$ cat src/rtl/ifu_litebpu_pkg.sv
// Shared widths and BPU state encodings for the IFU static predictor.
package ifu_litebpu_pkg;

    localparam int XLEN        = 32;
    localparam int PC_SIZE     = 32;
    localparam int RFIDX_WIDTH = 5;

    typedef enum logic [1:0] {
        BPU_IDLE = 2'd0,
        BPU_DEP  = 2'd1,
        BPU_RD   = 2'd2,
        BPU_DONE = 2'd3
    } bpu_state_e;

endpackage

$ cat src/rtl/ifu_litebpu.sv
// IFU static branch predictor: BTFN for branches, always-taken jumps,
// with a small rs1 dependency/read FSM for jalr through a general register.
module ifu_litebpu
    import ifu_litebpu_pkg::*;
(
    input  logic                   clk,
    input  logic                   rst,
    input  logic                   f_valid,
    input  logic [PC_SIZE-1:0]     f_pc,
    input  logic                   dec_bjp,
    input  logic                   dec_jal,
    input  logic                   dec_jalr,
    input  logic [RFIDX_WIDTH-1:0] dec_jalr_rs1idx,
    input  logic [XLEN-1:0]        dec_bjp_imm,
    input  logic                   flush,
    input  logic                   oitf_empty,
    input  logic                   ir_valid,
    input  logic                   ir_rden,
    input  logic [RFIDX_WIDTH-1:0] ir_rdidx,
    input  logic [XLEN-1:0]        rf_x1,
    output logic                   bpu2rf_rs1_ena,
    output logic [RFIDX_WIDTH-1:0] bpu2rf_rs1_idx,
    input  logic [XLEN-1:0]        rf2bpu_rs1,
    output logic                   bpu_wait,
    output logic                   prdt_taken,
    output logic [PC_SIZE-1:0]     prdt_pc
);

    bpu_state_e state_q;
    bpu_state_e state_d;

    logic           is_jal;
    logic           is_jalr;
    logic           is_bxx;
    logic           rs1_x0;
    logic           rs1_x1;
    logic           rs1_xn;
    logic           ir_wr;
    logic           x1dep;
    logic           xndep;
    logic           jalr_xn;
    logic           xn_wait;
    logic [XLEN-1:0] op1;

    assign is_jal  = dec_bjp & dec_jal;
    assign is_jalr = dec_bjp & dec_jalr;
    assign is_bxx  = dec_bjp & ~dec_jal & ~dec_jalr;

    assign rs1_x0 = (dec_jalr_rs1idx == RFIDX_WIDTH'(0));
    assign rs1_x1 = (dec_jalr_rs1idx == RFIDX_WIDTH'(1));
    assign rs1_xn = ~rs1_x0 & ~rs1_x1;

    assign ir_wr = ir_valid & ir_rden;
    assign x1dep = ~oitf_empty | (ir_wr & (ir_rdidx == RFIDX_WIDTH'(1)));
    assign xndep = ~oitf_empty | (ir_wr & (ir_rdidx == dec_jalr_rs1idx));

    assign jalr_xn = f_valid & is_jalr & rs1_xn;

    always_ff @(posedge clk or negedge rst) begin
        if (!rst) begin
            state_q <= BPU_IDLE;
        end else begin
            state_q <= state_d;
        end
    end

    always_comb begin
        state_d        = state_q;
        xn_wait        = 1'b0;
        bpu2rf_rs1_ena = 1'b0;
        unique case (state_q)
            BPU_IDLE: begin
                if (jalr_xn) begin
                    xn_wait = 1'b1;
                    if (!flush) begin
                        state_d = xndep ? BPU_DEP : BPU_RD;
                    end
                end
            end
            BPU_DEP: begin
                xn_wait = 1'b1;
                if (flush || !f_valid) begin
                    state_d = BPU_IDLE;
                end else if (!xndep) begin
                    state_d = BPU_RD;
                end
            end
            BPU_RD: begin
                xn_wait        = 1'b1;
                bpu2rf_rs1_ena = ~flush;
                if (flush || !f_valid) begin
                    state_d = BPU_IDLE;
                end else begin
                    state_d = BPU_DONE;
                end
            end
            BPU_DONE: begin
                state_d = BPU_IDLE;
            end
        endcase
    end

    assign bpu2rf_rs1_idx = dec_jalr_rs1idx;

    // x1 has a direct tap, so its hazard only stalls and never touches the FSM
    assign bpu_wait = f_valid & (xn_wait | (is_jalr & rs1_x1 & x1dep));

    assign prdt_taken = f_valid & (is_jal | is_jalr | (is_bxx & dec_bjp_imm[XLEN-1]));

    always_comb begin
        op1 = f_pc;
        if (is_jalr) begin
            unique case (1'b1)
                rs1_x0: op1 = '0;
                rs1_x1: op1 = rf_x1;
                rs1_xn: op1 = rf2bpu_rs1;
            endcase
        end
    end

    assign prdt_pc = op1 + dec_bjp_imm;

endmodule

$ cat config.mk
export PLATFORM = sky130hd
export DESIGN_NAME = ifu_litebpu
export DESIGN_NICKNAME = d
export VERILOG_FILES = /design/src/rtl/ifu_litebpu_pkg.sv /design/src/rtl/ifu_litebpu.sv
export SDC_FILE = /design/constraint.sdc
export NUM_CORES = 1
export LEC_CHECK = 0
export CAP_MARGIN = 0
export CORE_AREA = 2 2 88 90
export CTS_BUF_LIST = sky130_fd_sc_hd__clkbuf_2 sky130_fd_sc_hd__clkbuf_4 sky130_fd_sc_hd__clkbuf_8
export DETAILED_ROUTE_END_ITERATION = 10
export DIE_AREA = 0 0 90 92
export PLACE_DENSITY = 0.83
export SLEW_MARGIN = 30
export SYNTH_ARGS = -nofsm -noshare
export SYNTH_HDL_FRONTEND = slang
export SYNTH_SLANG_ARGS = --single-unit
$ cat constraint.sdc
create_clock -name clk -period 6.11 [get_ports clk]
set_input_delay 1.222 -clock clk [delete_from_list [all_inputs] [get_ports clk]]
set_output_delay 1.222 -clock clk [all_outputs]
set_load 0.01 [all_outputs]
==> impl_metrics.py, run 1 <==
metrics = {
    "pwr": {
        "powerDensity_nw_per_um2": 150.2,
        "leakage_nw": 2.292,
        "pwr-share-clk_pct": 6.7,
        "p_total_mw": 0.7847,
        "p_comb_share_pct": 89.7,
        "ir_drop_mv": 0.1600,
        "switching_share_pct": 42.78,
        "switchingPower_mw": 0.3357,
        "p_seq_share_pct": 3.6,
        "internal_power_mw": 0.4490,
    },
    "global_route": {
        "grt_antenna_before_repair": 0,
        "track_usage_pct": 26.10,
        "grt-ovfl-total": 0,
        "grt_pass1_wl_mm": 18.18,
        "grt_max_degree": 35,
        "grt_pass1_vias": 4107,
    },
    "clock_tree": {
        "cts_inserted_buffers": 3,
        "cts_root_buffer": "clkbuf_8",
        "clk_pin_slew_ns": 0.03,
        "cts_tree": "built",
        "clockBufferDepth": 2,
        "htreeDepth": 1,
        "ctsHoldBuffers": 0,
        "cts_sinks": 2,
        "worstSkewPairLatency_ns": 0.21,
    },
    "synthesis": {
        "synth_edf_count": 0,
        "yosysUniqueCellTypes": 49,
        "avgSynthCellArea_um2": 6.447,
        "ys_seq_elements": 2,
        "async_reset_ff_share_pct": 100.0,
        "yosysTopAreaCell": "ha_1",
        "synth_warnings": 0,
        "ys.flop_type": "dfrtp_1",
        "ys_top_cells_by_area": "ha_1 17%, nand2_1 8.0%, nor2_1 7.9%",
        "synth.net_count": 598,
        "netlist_area_um2": 2663,
        "synth_cells": 413,
        "synth_most_common_cell": "nand2_1",
        "ys_top_cells_by_count": "57 x nand2_1, 56 x nor2_1, 37 x nand3_1, 36 x ha_1, 32 x a31oi_1",
        "yosysSeqAreaShare_pct": 1.880,
        "synth.top_cell.area_share_pct": 16.92,
    },
    "route": {
        "drtIter0Drc": 167,
        "num_vias": 4011,
        "finalWirelength_mm": 11.53,
        "ant_nets": 0,
        "drc": 0,
        "viasPerCell": 5.327,
        "drt_first_pass_iters": 4,
        "wl_per_cell_um": 15.32,
    },
    "sta": {
        "period_needed_ns": 5.935,
        "hold_viol_final": 0,
        "finalSetupTns_ns": 0,
        "setup_violations": 0,
        "relSlewSlack_pct": 73.32,
        "finClkSkew_ns": 0.002465,
        "max_freq_mhz": 168.5,
        "worst_slew_pin_slew_ns": 0.3959,
        "grt_setup_unrepaired": "true",
        "fin_crit_sh_pct": 97.13,
        "slew_violations": 0,
    },
    "status": {
        "status": "finished, final reports clean",
    },
    "final_layout": {
        "top_regs": "state_q: 2 flops",
        "final_nets": 838,
        "fill_cells": 601,
        "area_delta_synth_final_pct": 96.24,
        "diodes": 0,
        "largest_reg_flops": 2,
        "drive_gt1_share_pct": 15.98,
        "design_area_um2": 5225,
        "regMostFlops": "state_q",
    },
    "die": {
        "io_pins": 188,
        "dieArea_um2": 8280,
        "die_x_um": 90,
        "core_area_um2": 7447,
        "rows": 32,
        "fp.dieH_um": 92,
        "initial_core_util_pct": 35.75,
    },
    "worst_setup_path": {
        "crit_required_ns": 4.89,
        "cp_top_family": "buffers and inverters",
        "critPathCaptureType": "output port",
        "start_kind": "input port",
        "crit_type": "input port to output port",
        "crit_buf_inv": 4,
        "crit_arrival_ns": 4.71,
        "slowest_delay_ns": 0.55,
        "path_cells": "dlygate4sd2_1 > nor4_4 > buf_4 > buf_6 > nand3_1 > a31oi_1 > ha_1 > a21o_1 > o21bai_2 > o21ai_0 > nand2_1 > and2_1 > o21a_1 > nor2_1 > xnor2_1 > clkdlybuf4s50_1",
        "path_max_fanout": 17,
        "cpMaxStageDelayCell": "clkdlybuf4s50_1",
    },
    "placed_design": {
        "port_buffers": 187,
        "place_hpwl_mm": 9.760,
        "place_area_um2": 5117,
        "gp_congestion": 0.9216,
    },
    "run": {
        "max_cap_violations": 0,
    },
    "min_path": {
        "holdCritPathClass": "flop to flop",
    },
}
[worst register-to-register path, stage by stage (launching register included)]
cell,delay [ns]
dfrtp_1,0.40
inv_1,0.13
ha_1,0.15
nor2b_1,0.23
nand2_1,0.13
o21ai_0,0.17
nand2_1,0.09
a21oi_1,0.17
[through the flow]
| step | hold slack (ns) | utilization (%) | cells | worst slack (ns) |
|---|---|---|---|---|
| floorplan | 0.5473 | - | 413 | 0.3746 |
| detailed placement | 0.6015 | 68.72 | 747 | -0.4174 |
| global route | 0.6230 | 70.16 | 753 | -0.06183 |
| CTS | 0.6044 | 69.84 | 752 | 0.01289 |
| finish | 0.6100 | 70.16 | 753 | 0.1751 |
| global placement | 0.5927 | 68.72 | 747 | -0.3323 |
[placed cells by master, fill, tap and decap left out, drive strengths merged, types with 4 or more instances in the layout]
master,instances
a21oi,24
dlygate4sd2,11
ha,36
o31ai,5
nand2,57
a21boi,4
nor3,5
nand3,37
o21ai,17
buf,76
xnor2,23
a31oi,32
a211oi,5
inv,11
a41oi,4
a21o,11
o21a,5
nand4,8
clkdlybuf4s50,173
clkbuf,4
xor2,11
and2,4
nor2,56
[power groups by stage]
stage / Combinational (mW) / Sequential [mW] / Clock (mW)
2_1_floorplan: 0.333 / 0.0261 / 0
3_3_place_gp: 0.681 / 0.0272 / 0
3_5_place_dp: 0.704 / 0.0278 / 0
4_1_cts: 0.700 / 0.0277 / 0.0536
5_1_grt: 0.761 / 0.0291 / 0.0541
6_report: 0.704 / 0.0279 / 0.0526
[path summary, 6_finish.rpt]
check,start,endpoint,slack (ns),cells past startpoint
worst max-delay path,dec_jalr_rs1idx[4],prdt_pc[11],0.18,16
min in group asynchronous,rst,state_q[0],1.18,1
worst min-delay path,state_q[1],state_q[1],0.61,2
worst min register to register,state_q[1],state_q[1],0.61,2
max in group asynchronous,rst,state_q[1],4.81,1
worst max register to register,state_q[0],state_q[0],4.55,7
[routing by layer]
metal  part of all wire [%]  GRT usage (%)
met1                     39          28.27
met2                     52          51.19
met3                    5.4          3.698
met4                    3.2          9.359
met5                      0              0
[logic make-up after synthesis]
| group | synth area share [%] |
|---|---|
| compound gates | 33.08 |
| buf+inv | 6.250 |
| flops | 1.880 |
| xor+xnor | 11.18 |
| fa+ha+maj | 17.67 |
| simple gates | 29.93 |
[cell type report]
class | instances | area [um^2] | area share, %
Multi-Input combinational cell | 372 | 2507 | 47.99
Tap cell | 102 | 127.6 | 2.443
Clock buffer | 3 | 41.29 | 0.7902
Inverter | 11 | 41.29 | 0.7902
Sequential cell | 2 | 50.05 | 0.9579
Timing Repair Buffer | 263 | 2457 | 47.03
[timing repair]
action	in CTS	in global routing
endpoints found under the setup margin	17	16
resized for setup	23	7
pin swaps	3	2
setup buffers	2	1
Power figures use the tool's default switching activity.
==> run 2: changes to the inputs <==
CORE_AREA = 2 2 73 75   (was 2 2 88 90)
DIE_AREA = 0 0 75 77   (was 0 0 90 92)
DONT_BUFFER_PORTS = 1   (was unset)
PLACE_DENSITY = 0.69   (was 0.83)
==> run 2 against run 1 <==
Net effect: wire length down 31%; sequential share of layout area up 0.87 points; largest cell class unchanged; cell count shrank 38%; global-route usage rose by 0.19 points; via count fell by 27%; clock skew is 0.0023 ns lower; largest power group unchanged; non-clock buffer count down 257; sequential power is essentially flat.
==> impl_metrics.py, run 2 (synthesis results as in run 1) <==
metrics = {
    "status": {
        "status": "finished, final reports clean",
    },
    "sta": {
        "max_freq_mhz": 171.7,
        "setup_slack_ns": 0.2871,
        "relSlewSlack_pct": 60.01,
        "setup_violations": 0,
        "hold_viol_final": 0,
        "finClkSkew_ns": 0.0001874,
        "hold_ws_ns": 0.6312,
        "worst_slew_pin_slew_ns": 0.5947,
        "finalSetupTns_ns": 0,
        "fin_crit_sh_pct": 95.30,
        "grt_setup_unrepaired": "false",
        "slew_violations": 0,
        "period_needed_ns": 5.823,
    },
    "clock_tree": {
        "cts_inserted_buffers": 3,
        "ctsHoldBuffers": 0,
        "htreeDepth": 1,
        "cts_sinks": 2,
        "cts_root_buffer": "clkbuf_8",
        "post_cts_buffers": 0,
        "cts_tree": "built",
        "cts_resized": 0,
        "clockBufferDepth": 2,
        "clk_pin_slew_ns": 0.03,
        "worstSkewPairLatency_ns": 0.22,
    },
    "die": {
        "rows": 26,
        "fp.dieH_um": 77,
        "initial_core_util_pct": 53.49,
        "dieArea_um2": 5775,
        "die_x_um": 75,
        "core_area_um2": 4977,
        "io_pins": 188,
    },
    "placed_design": {
        "dp_cells": 461,
        "dp_slack_ns": 0.3200,
        "gp_congestion": 0.9221,
        "place_hpwl_mm": 6.546,
        "port_buffers": 0,
    },
    "global_route": {
        "grt_max_degree": 36,
        "grt-ovfl-total": 0,
        "grt_antenna_before_repair": 0,
        "grt_pass1_vias": 2845,
        "track_usage_pct": 26.29,
        "grt_pass1_wl_mm": 12.52,
    },
    "final_layout": {
        "area_delta_synth_final_pct": 2.585,
        "layout_common_cells": "57 x nand2_1, 56 x nor2_1, 37 x nand3_1",
        "final_nets": 581,
        "final_core_util_pct": 54.88,
        "largest_reg_flops": 2,
        "final_cells": 464,
        "top_regs": "state_q: 2 flops",
        "regMostFlops": "state_q",
        "diodes": 0,
        "layout_commonest_cell": "nand2_1",
        "drive_gt1_share_pct": 6.345,
    },
    "run": {
        "max_cap_violations": 0,
    },
    "worst_setup_path": {
        "slowest_delay_ns": 0.39,
        "crit_type": "input port to output port",
        "critPathCaptureType": "output port",
        "path_max_fanout": 33,
        "crit_arrival_ns": 4.60,
        "cpMaxStageDelayCell": "fa_1",
        "start_kind": "input port",
        "crit_required_ns": 4.89,
        "crit_top_cell": "nand3_1",
        "path_cells": "nor4_2 > buf_12 > nand3_1 > a31oi_1 > ha_1 > inv_1 > fa_1 > nand2b_1 > a21oi_1 > o31ai_1 > o21ai_2 > nand3_1 > o31a_1 > o41ai_2 > xor2_1 > buf_4",
    },
    "route": {
        "drt_first_pass_iters": 4,
        "viasPerCell": 6.341,
        "finalWirelength_mm": 7.953,
        "wl_per_cell_um": 17.14,
        "drtIter0Drc": 133,
        "num_vias": 2942,
        "drc": 0,
        "ant_nets": 0,
    },
    "pwr": {
        "leakage_nw": 1.170,
        "ir_drop_mv": 0.1980,
        "powerDensity_nw_per_um2": 176.3,
    },
    "min_path": {
        "holdCritPathClass": "flop to flop",
    },
}
## run 2: cell types whose count changed in the layout (fill, tap and decap cells not counted), sizes merged
| cell | delta |
|---|---|
| clkdlybuf4s50 | -173 |
| buf | -70 |
| dlygate4sd2 | -11 |
| dlymetal6s2s | -2 |
| clkbuf | -1 |
## run 2: worst max-delay path, delay by kind of cell
| kind | cells | cell delay [ns] |
|---|---|---|
| fa+ha+maj | 2 | 0.60 |
| buf+inv | 3 | 0.45 |
| simple gates | 4 | 0.77 |
| compound gates | 6 | 1.38 |
| xor+xnor | 1 | 0.17 |
## run 2: final timing paths
path	startpoint	end	slack, ns	depth (start not counted)
setup / recovery	dec_jalr_rs1idx[1]	prdt_pc[28]	0.29	16
hold / removal	state_q[1]	state_q[1]	0.63	2
setup reg to reg	state_q[0]	state_q[0]	4.50	7
hold reg to reg	state_q[1]	state_q[1]	0.63	2
max in group asynchronous	rst	state_q[1]	5.34	0
min in group asynchronous	rst	state_q[0]	0.70	0
## run 2: stage by stage
stage	total power, mW	instance area (um^2)
2_1_floorplan	0.3588	2663
3_3_place_gp	0.4163	2690
3_5_place_dp	0.4230	2690
4_1_cts	0.4811	2731
5_1_grt	0.5314	2731
6_report	0.4817	2731
## run 2: metal layers
metal	global-route usage, %	routed length, um	vias up	share of wire, %
met5	0	0	-	0
met4	4.643	130	0	1.6
met3	4.599	631	13	7.9
met2	47.63	3967	135	50
met1	31.73	3223	1324	41
li1	-	-	1470	-
## run 2: cell type report
cell class | count | area, um^2
clock buffers | 3 | 41.29
fillers | 530 | 2246
inverters | 11 | 41.29
multi-input cells | 372 | 2454
flip-flops and latches | 2 | 50.05
well taps | 70 | 87.58
repair buffers | 6 | 57.56
## run 2: power by group
part | total, mW | leakage, nW | switching [mW] | internal, mW
clock network | 0.0550 | 0.0216 | 0.0131 | 0.0419
logic | 0.399 | 1.12 | 0.245 | 0.154
registers | 0.0277 | 0.0244 | 0.00725 | 0.0204
total | 0.482 | 1.17 | 0.265 | 0.216
==> run 3: changes to the inputs <==
CTS_CLUSTER_SIZE = 20   (was unset)
==> results of run 3 <==
No change in the layout: final DEF, timing and power equal those of run 2.
